**src/rtl/serial_tx.sv**
```systemverilog
// Byte-wide serial transmitter: start bit, 8 data bits LSB first, optional
// parity bit, stop bit, one clk per bit. Back-to-back frames need no idle gap.
module serial_tx #(
  parameter int PARITY = 1  // 0 = none, 1 = even, 2 = odd
) (
  input  logic       clk,
  input  logic       reset,
  input  logic [7:0] data,
  input  logic       valid,
  output logic       ready,
  output logic       out,
  output logic       busy
);

  typedef enum logic [2:0] {
    S_IDLE   = 3'd0,
    S_START  = 3'd1,
    S_DATA   = 3'd2,
    S_PARITY = 3'd3,
    S_STOP   = 3'd4
  } state_t;

  localparam logic HAS_PAR = (PARITY != 0);
  localparam logic ODD     = (PARITY == 2);

  state_t     state, state_d;
  logic [7:0] sr, sr_d;
  logic [2:0] idx, idx_d;
  logic       par, par_d;
  logic       out_d;
  logic       accept;

  assign ready  = (state == S_IDLE) || (state == S_STOP);
  assign busy   = (state == S_START) || (state == S_DATA) ||
                  (state == S_PARITY) || (state == S_STOP);
  assign accept = valid && ready;

  always_ff @(posedge clk or posedge reset) begin
    if (reset) begin
      state <= S_IDLE;
      sr    <= '0;
      idx   <= '0;
      par   <= 1'b0;
      out   <= 1'b1;
    end else begin
      state <= state_d;
      sr    <= sr_d;
      idx   <= idx_d;
      par   <= par_d;
      out   <= out_d;
    end
  end

  // out is registered, so each branch computes the bit shown in the *next* state.
  always_comb begin
    state_d = state;
    sr_d    = sr;
    idx_d   = idx;
    par_d   = par;
    out_d   = 1'b1;
    case (state)
      S_IDLE, S_STOP: begin
        if (accept) begin
          state_d = S_START;
          out_d   = 1'b0;
          sr_d    = data;
          par_d   = (^data) ^ ODD;
        end else begin
          state_d = S_IDLE;
        end
      end
      S_START: begin
        state_d = S_DATA;
        out_d   = sr[0];
        sr_d    = sr >> 1;
      end
      S_DATA: begin
        if (idx == 3'd7) begin
          idx_d = 3'd0;
          if (HAS_PAR) begin
            state_d = S_PARITY;
            out_d   = par;
          end else begin
            state_d = S_STOP;
          end
        end else begin
          idx_d = idx + 3'd1;
          out_d = sr[0];
          sr_d  = sr >> 1;
        end
      end
      S_PARITY: state_d = S_STOP;
      default: begin
        state_d = S_IDLE;
        idx_d   = 3'd0;
      end
    endcase
  end

endmodule

```
**config.mk**
```make
export PLATFORM = sky130hd
export DESIGN_NAME = serial_tx
export DESIGN_NICKNAME = d
export VERILOG_FILES = /design/src/rtl/serial_tx.sv
export SDC_FILE = /design/constraint.sdc
export NUM_CORES = 1
export LEC_CHECK = 0
export ABC_CLOCK_PERIOD_IN_PS = 2300
export BUFFER_PORTS_ARGS = -buffer_cell sky130_fd_sc_hd__buf_2
export CORE_ASPECT_RATIO = 0.75
export CORE_MARGIN = 2
export CORE_UTILIZATION = 45
export DETAILED_ROUTE_END_ITERATION = 16
export PLACE_DENSITY = 0.76
export SYNTH_ARGS = -nofsm -noshare
export SYNTH_HDL_FRONTEND = slang
export SYNTH_SLANG_ARGS = --single-unit
export TNS_END_PERCENT = 20
```
**constraint.sdc**
```tcl
create_clock -name clk -period 2.3 [get_ports clk]
set_input_delay 0.46 -clock clk [delete_from_list [all_inputs] [get_ports clk]]
set_output_delay 0.46 -clock clk [all_outputs]
set_load 0.02 [all_outputs]
```
==> flow_summary.yaml, run 1 <==
outcome:
  status: "completed"
pwr:
  total_switching_power_mw: 0.464
  p_int_mw: 0.862
  p_seq_frac: 0.384
  peakVddDrop_mv: 0.624
  clkPwrFrac: 0.114
  comb_power_share: 0.503
  p_per_area_nw_per_um2: 1330
  power.leakage_nw: 0.458
  switching_share: 0.350
final_layout:
  antenna_cells: 0
  final_common_cell: "dfrtp_1"
  areaGrowthSynthToFinish_pct: 10.5
  layout-drive-gt1-share: 0.389
  nets: 104
  final_cell_mix: "dfrtp_1 (15), buf_2 (13), mux2_2 (8), xnor2_1 (8), mux2_4 (7)"
sta:
  finalCriticalPeriod_ps: 1900
  hold_violations: 0
  worst_slack_ps: 398
  setup_violations: 0
  rsz0062_at_grt: "no"
  relSlewSlack: 0.585
  fmax_mhz: 526
  skew_ps: 6.94
  timing.final.crit_share: 0.827
  setup_tns_ps: 0
  worst_pin_slew_ps: 621
  slew_viol_final: 0
clock_tree:
  cts_hold_buf: 0
  cts_tree: "built"
  numCtsBuffers: 3
  cts_resized: 0
  clk_path_buf_depth: 2
  htree_levels: 1
  cts_sinks: 16
  cts_setup_buffers: 0
  cts_root_buf: "clkbuf_4"
  cts.reportedPaths.clkPinSlew_ps: 100
  insertion_delay_ps: 270
placed_design:
  gp_congestion: 0.828
  port_buffers: 13
  hpwl_mm: 1.03
  post-place-ws_ps: 414
grt:
  grt_start_max_net_pins: 17
  antenna_found_initial: 0
  grt_use_total: 0.128
  grt_first_pass_wirelength_mm: 2.42
  grt_pass1_vias: 554
  grt-ovfl-total: 0
worst_setup_path:
  crit_path_end_kind: "primary output"
  critPathMaxFanout: 8
  start_kind: "flop"
  arrival_ps: 1440
  slowest_stage: "dfrtp_1"
  slowest_delay_ps: 460
  critPathKind: "flop to primary output"
  crit_chain: "nor2_1, xnor2_1, buf_2"
  required_ps: 1840
detailed_routing:
  wl_per_cell_um: 12.0
  drt-total-wl_mm: 1.37
  drtPass1Iterations: 3
  routed_via_density: 5.01
  drc: 0
  antenna_left: 0
  drt_iter0_markers: 4
  num_vias: 571
die:
  start_util: 0.465
  rows: 14
  die_area_um2: 2390
  die_w_um: 55.8
  coreArea_um2: 1940
  boundaryPins: 14
  fp.dieH_um: 42.8
yosys:
  ys_seq_area_frac: 0.444
  netlist_instances: 76
  yosysWarningCount: 0
  syn_area_um2: 905
  ys_ff_latch: 16
  synth.distinct_cells: 24
  avgSynthCellArea_um2: 11.9
  syn_nets: 89
hold_path:
  min_path_type: "input pin to async pin"
job:
  maxCapViolations: 0
==> power groups by stage <==
stage	Clock (mW)	Sequential, mW	Combinational (mW)
3_5_place_dp	0	0.513	0.671
4_1_cts	0.161	0.507	0.673
3_3_place_gp	0	0.511	0.659
6_report	0.151	0.509	0.666
5_1_grt	0.170	0.526	0.739
2_1_floorplan	0	0.496	0.611
==> critical path: cells and delay by family (launching register included) <==
kind	cells	cell delay (ps)
simple gates	1	380
buf+inv	1	170
flops	1	460
xor+xnor	1	160
==> flip-flops by register name, indices dropped and copies added, names as in the netlist <==
| register | count |
|---|---|
| idx | 3 |
| state | 3 |
| sr | 8 |
| par | 1 |
| out | 1 |
==> worst paths after layout <==
path | startpoint | to | slack (ps) | depth (start not counted)
worst max-delay path | state[0] | busy | 400 | 3
worst min-delay path | reset | sr[7] | 240 | 2
worst max register to register | state[0] | sr[0] | 410 | 4
worst min register to register | par | par | 500 | 2
max in group asynchronous | reset | par | 1650 | 2
min in group clk | valid | state[0] | 460 | 3
==> layer usage <==
layer  wire length (µm)  track usage  vias up
met4                 14       0.0293        0
met2                597        0.200        5
met3                 28       0.0274        2
li1                   -            -      290
met5                  0            0        -
met1                733        0.184      274
==> final cells by class <==
class	instances	area, µm²
Tap cell	24	30.0
Clock buffer	4	26.3
Timing Repair Buffer	13	65.1
Multi-Input combinational cell	55	469
Fill cell	177	945
Sequential cell	16	402
Inverter	2	7.51
==> synth_stat cells, drive strengths merged <==
cell type	n	area [µm²]
buf	2	22.5
o21ba	1	10.0
a22oi	1	7.51
o21ai	6	30.0
and3b	1	8.76
and2b	1	10.0
xnor2	8	70.1
nand2b	2	12.5
ha	2	25.0
mux2	15	195
o21a	1	7.51
nand3b	2	15.0
a21oi	4	20.0
nand2	6	25.0
nor2b	3	21.3
clkbuf	1	3.75
dfstp	1	26.3
nor2	1	3.75
nor3b	1	7.51
inv	2	7.51
dfrtp	15	375
==> per-stage QoR <==
| stage | std cells | instance area [µm²] | total power, mW | hold slack [ps] | utilization |
|---|---|---|---|---|---|
| floorplan | 76 | 905 | 1.11 | 373 | - |
| global placement | 110 | 973 | 1.17 | 468 | 0.501 |
| detailed placement | 110 | 973 | 1.18 | 476 | 0.501 |
| CTS | 114 | 1000 | 1.34 | 248 | 0.514 |
| global route | 114 | 1000 | 1.43 | 299 | 0.514 |
| finish | 114 | 1000 | 1.33 | 242 | 0.514 |
==> logic make-up after synthesis <==
kind of cell,after synthesis,share of synthesized area
DFF,16,0.444
xor gates and xnor gates,8,0.0775
AOI/OAI and AO/OA,13,0.0830
and+or+nand+nor,17,0.115
buffers and inverters,5,0.0373
adders and majority gates,2,0.0277
muxes,15,0.216
No activity file was read; power rests on OpenSTA's default activity.
==> inputs of run 2 (changes only) <==
--- a/config.mk
+++ b/config.mk
@@ -5,7 +5,7 @@
 export SDC_FILE = /design/constraint.sdc
 export NUM_CORES = 1
 export LEC_CHECK = 0
-export ABC_CLOCK_PERIOD_IN_PS = 2300
+export ABC_CLOCK_PERIOD_IN_PS = 2000
 export BUFFER_PORTS_ARGS = -buffer_cell sky130_fd_sc_hd__buf_2
 export CORE_ASPECT_RATIO = 0.75
 export CORE_MARGIN = 2
==> constraint.sdc (replaced) <==
create_clock -name clk -period 2 [get_ports clk]
set_input_delay 0.4 -clock clk [delete_from_list [all_inputs] [get_ports clk]]
set_output_delay 0.4 -clock clk [all_outputs]
set_load 0.02 [all_outputs]
==> run 2 against run 1 <==
  * Clock-buffer cell count did not move
  * Critical path depth rose by 3
  * Largest power group unchanged
  * Die area did not move
  * Combinational power rose by 22%
  * Sequential power rose by 15%
  * Global-route usage rose by 1.1 points
  * Clock power rose by 16%
  * First-iteration DRC count rose to 3.3 times the previous value
  * Critical endpoint is now sr[5]
  * Sequential share of layout area fell by 0.69 points
  * Final area rose by 1.8%
  * Routed wire length rose by 6.1%
==> flow_summary.yaml, run 2 (synthesis gave the netlist of run 1 again) <==
die:
  fp.dieH_um: 42.8
  start_util: 0.465
  boundaryPins: 14
  coreArea_um2: 1940
  die_w_um: 55.8
  die_area_um2: 2390
  rows: 14
pwr:
  p_int_mw: 1.02
  total_switching_power_mw: 0.555
  p_per_area_nw_per_um2: 1550
  power_mw: 1.57
  switching_share: 0.353
  p_seq_frac: 0.372
  clkPwrFrac: 0.111
  peakVddDrop_mv: 0.682
  comb_power_share: 0.517
  power.leakage_nw: 0.468
sta:
  whs_ps: 174
  slew_viol_final: 0
  fmax_mhz: 546
  worst_pin_slew_ps: 613
  timing.final.crit_share: 0.915
  setup_tns_ps: 0
  finalCriticalPeriod_ps: 1830
  hold_violations: 0
  setup_violations: 0
  rsz0062_at_grt: "no"
  skew_ps: 3.37
  relSlewSlack: 0.591
clock_tree:
  cts_tree: "built"
  cts_root_buf: "clkbuf_4"
  cts_resized: 0
  cts_sinks: 16
  insertion_delay_ps: 280
  cts.reportedPaths.clkPinSlew_ps: 90
  htree_levels: 1
  cts_setup_buffers: 0
  cts_hold_buf: 0
  numCtsBuffers: 3
  clk_path_buf_depth: 2
placed_design:
  port_buffers: 13
  placed_cells: 112
  gp_congestion: 0.762
  hpwl_mm: 1.10
detailed_routing:
  antenna_left: 0
  drt_iter0_markers: 13
  routed_via_density: 4.99
  num_vias: 579
  drtPass1Iterations: 4
  drt-total-wl_mm: 1.46
  wl_per_cell_um: 12.6
  drc: 0
final_layout:
  nets: 106
  largest-register: "sr"
  final_cell_mix: "dfrtp_1 (15), buf_2 (13), mux2_2 (8), xnor2_1 (8), mux2_4 (7)"
  final_common_cell: "dfrtp_1"
  final_util: 0.523
  stdcell_count: 116
  layout-drive-gt1-share: 0.413
  antenna_cells: 0
  reg_top3: "sr: 8 flops, idx: 3 flops, state: 3 flops"
  areaGrowthSynthToFinish_pct: 12.4
  largest_register_ffs: 8
grt:
  grt_use_total: 0.139
  grt-ovfl-total: 0
  grt_start_max_net_pins: 17
  grt_pass1_vias: 568
  antenna_found_initial: 0
  grt_first_pass_wirelength_mm: 2.50
outcome:
  status: "completed"
job:
  maxCapViolations: 0
worst_setup_path:
  critPathMaxFanout: 8
  crit_path_end_kind: "flop"
  required_ps: 2170
  critPathKind: "flop to flop"
  start_kind: "flop"
  arrival_ps: 2000
hold_path:
  min_path_type: "input pin to async pin"
[run 2: power by group through the flow]
stage                     Combinational, mW  Clock (mW)  Sequential [mW]
after floorplan                       0.703           0            0.570
after global placement                0.794           0            0.578
final                                 0.813       0.175            0.585
after detailed placement              0.815           0            0.586
after CTS                             0.818       0.182            0.580
after global routing                  0.891       0.198            0.607
[run 2: layer usage]
layer,track usage,share of wire,routed length (µm)
met1,0.179,0.48,694
met2,0.221,0.48,695
met3,0.0488,0.036,52
met4,0.0439,0.0096,14
met5,0,0,0
[run 2: cell type report]
class,count,area [µm²]
tap,24,30.0
multi-input combinational,55,472
timing repair buffer,15,80.1
inverter,2,7.51
fill,170,927
sequential,16,402
clock buffer,4,26.3
[run 2: critical path, cell delays in order (launching register included)]
cell and delay [ps]:
dfrtp_1 390, ha_1 160, ha_1 210, inv_1 60
a21oi_1 160, o21a_1 350, mux2_2 390
[run 2: path summary, 6_finish.rpt]
check / from / endpoint / slack [ps] / cells after the start
hold reg to reg: sr[6] / sr[6] / 510 / 1
min in group clk: valid / state[0] / 390 / 3
setup reg to reg: idx[0] / sr[5] / 170 / 6
max in group asynchronous: reset / state[1] / 1430 / 2
setup / recovery: idx[0] / sr[5] / 170 / 6
hold / removal: reset / sr[3] / 170 / 2
[run 2: stage by stage]
stage / setup slack, ps / area [µm²]
floorplan: 295 / 905
global placement: 247 / 988
detailed placement: 182 / 988
CTS: 120 / 1010
global route: 24.8 / 1020
finish: 170 / 1020
==> inputs of run 3 (changes only) <==
--- a/config.mk
+++ b/config.mk
@@ -5,7 +5,7 @@
 export SDC_FILE = /design/constraint.sdc
 export NUM_CORES = 1
 export LEC_CHECK = 0
-export ABC_CLOCK_PERIOD_IN_PS = 2000
+export ABC_CLOCK_PERIOD_IN_PS = 2050
 export BUFFER_PORTS_ARGS = -buffer_cell sky130_fd_sc_hd__buf_2
 export CORE_ASPECT_RATIO = 0.75
 export CORE_MARGIN = 2
==> constraint.sdc (replaced) <==
create_clock -name clk -period 2.05 [get_ports clk]
set_input_delay 0.41 -clock clk [delete_from_list [all_inputs] [get_ports clk]]
set_output_delay 0.41 -clock clk [all_outputs]
set_load 0.02 [all_outputs]
==> run 3 against run 2 <==
  * Register-to-register slack better by 60 ps
  * Clock power is 3% lower
  * Routed wire length is 3.6% lower
  * Power is 3.5% lower
  * Hold slack worse by 8.1 ps
  * Clock skew is 3.6 ps higher
  * Non-clock buffer count is 1 lower
  * Sequential power is 2% lower
  * Die area stayed put
  * Sequential share of layout area is 0.39 points higher
==> flow_summary.yaml, run 3 (synthesis gave the netlist of run 1 again) <==
die:
  die_w_um: 55.8
  fp.dieH_um: 42.8
  rows: 14
  boundaryPins: 14
  start_util: 0.465
  coreArea_um2: 1940
  die_area_um2: 2390
pwr:
  peakVddDrop_mv: 0.765
  p_per_area_nw_per_um2: 1510
  p_int_mw: 0.984
  switching_share: 0.351
  power.leakage_nw: 0.463
  comb_power_share: 0.510
  clkPwrFrac: 0.112
  power_mw: 1.52
  total_switching_power_mw: 0.533
  p_seq_frac: 0.378
grt:
  grt_first_pass_wirelength_mm: 2.44
  antenna_found_initial: 0
  grt-ovfl-total: 0
  grt_use_total: 0.136
  grt_pass1_vias: 575
  grt_start_max_net_pins: 17
worst_setup_path:
  rr_endpoint: "sr[5]"
  reg2reg_from: "idx[0]"
  arrival_ps: 1480
  ff2ff_path_depth: 6
  start_kind: "flop"
  critPathMaxFanout: 8
  critPathKind: "flop to primary output"
  crit_path_end_kind: "primary output"
  startpoint: "state[0]"
  required_ps: 1640
  r2r_slack_ps: 230
detailed_routing:
  antenna_left: 0
  drc: 0
  drt_iter0_markers: 0
  drtPass1Iterations: 1
  wl_met1_um: 663
  routed_via_density: 5.04
  wl_met2_um: 668
  wl_met3_um: 51
  routed.top_layer: "met4"
  num_vias: 580
  drt-total-wl_mm: 1.40
  wl_per_cell_um: 12.2
final_layout:
  largest-register: "sr"
  nets: 105
  reg_top3: "sr: 8 flops, idx: 3 flops, state: 3 flops"
  antenna_cells: 0
  final_util: 0.518
  final_cell_mix: "dfrtp_1 (15), buf_2 (13), mux2_2 (8), xnor2_1 (8), mux2_4 (7)"
  final_common_cell: "dfrtp_1"
  largest_register_ffs: 8
  layout-drive-gt1-share: 0.396
  areaGrowthSynthToFinish_pct: 11.3
sta:
  setup_tns_ps: 0
  skew_ps: 6.96
  timing.final.crit_share: 0.923
  fmax_mhz: 528
  hold_violations: 0
  relSlewSlack: 0.607
  worst_slack_ps: 157
  rsz0062_at_grt: "no"
  whs_ps: 166
  setup_violations: 0
  slew_viol_final: 0
  worst_pin_slew_ps: 588
  finalCriticalPeriod_ps: 1890
clock_tree:
  cts_setup_buffers: 0
  insertion_delay_ps: 280
  cts.reportedPaths.clkPinSlew_ps: 90
  cts_tree: "built"
  cts_sinks: 16
  cts_hold_buf: 0
  htree_levels: 1
  cts_resized: 0
  cts_root_buf: "clkbuf_4"
  numCtsBuffers: 3
  clk_path_buf_depth: 2
hold_path:
  min_path_type: "input pin to async pin"
placed_design:
  hpwl_mm: 1.05
  gp_congestion: 0.757
  port_buffers: 13
  post-place-ws_ps: 242
outcome:
  status: "completed"
job:
  maxCapViolations: 0
==> run 3: changes by cell type in the layout (fill, tap and decap cells not counted), sizes merged <==
cell | before | now
buf | 15 | 14
==> run 3: metrics by stage <==
stage | cell area [µm²] | std cells
floorplan | 905 | 76
global placement | 981 | 111
detailed placement | 981 | 111
CTS | 1010 | 115
global route | 1010 | 115
finish | 1010 | 115
==> run 3: worst max-delay path, cell delays in order (launching register included) <==
cell,delay [ps]
dfrtp_1,470
nor2_1,390
xnor2_1,170
buf_2,180
==> run 3: per-layer routing <==
metal / GRT usage / vias to the layer above
li1: - / 292
met1: 0.164 / 277
met2: 0.224 / 9
met3: 0.0549 / 2
met4: 0.0439 / 0
met5: 0 / -
==> run 3: power by group through the flow <==
stage / Combinational, mW / Sequential (mW) / Clock (mW)
6_report: 0.773 / 0.574 / 0.170
4_1_cts: 0.785 / 0.573 / 0.176
3_3_place_gp: 0.754 / 0.573 / 0
3_5_place_dp: 0.776 / 0.580 / 0
5_1_grt: 0.841 / 0.598 / 0.193
2_1_floorplan: 0.685 / 0.556 / 0
==> run 3: worst max path at each step <==
stage,slack [ps],end
3_5_place_dp,240,sr[5]
2_1_floorplan,350,sr[0]
4_1_cts,150,busy
5_1_grt,70,busy
6_report,160,busy
3_3_place_gp,300,sr[7]
==> run 3: cell type report <==
| cell class | instances | area [µm²] |
|---|---|---|
| well taps | 24 | 30.0 |
| repair buffers | 14 | 72.6 |
| clock buffers | 4 | 26.3 |
| fillers | 169 | 937 |
| multi-input cells | 55 | 469 |
| inverters | 2 | 7.51 |
| flip-flops and latches | 16 | 402 |
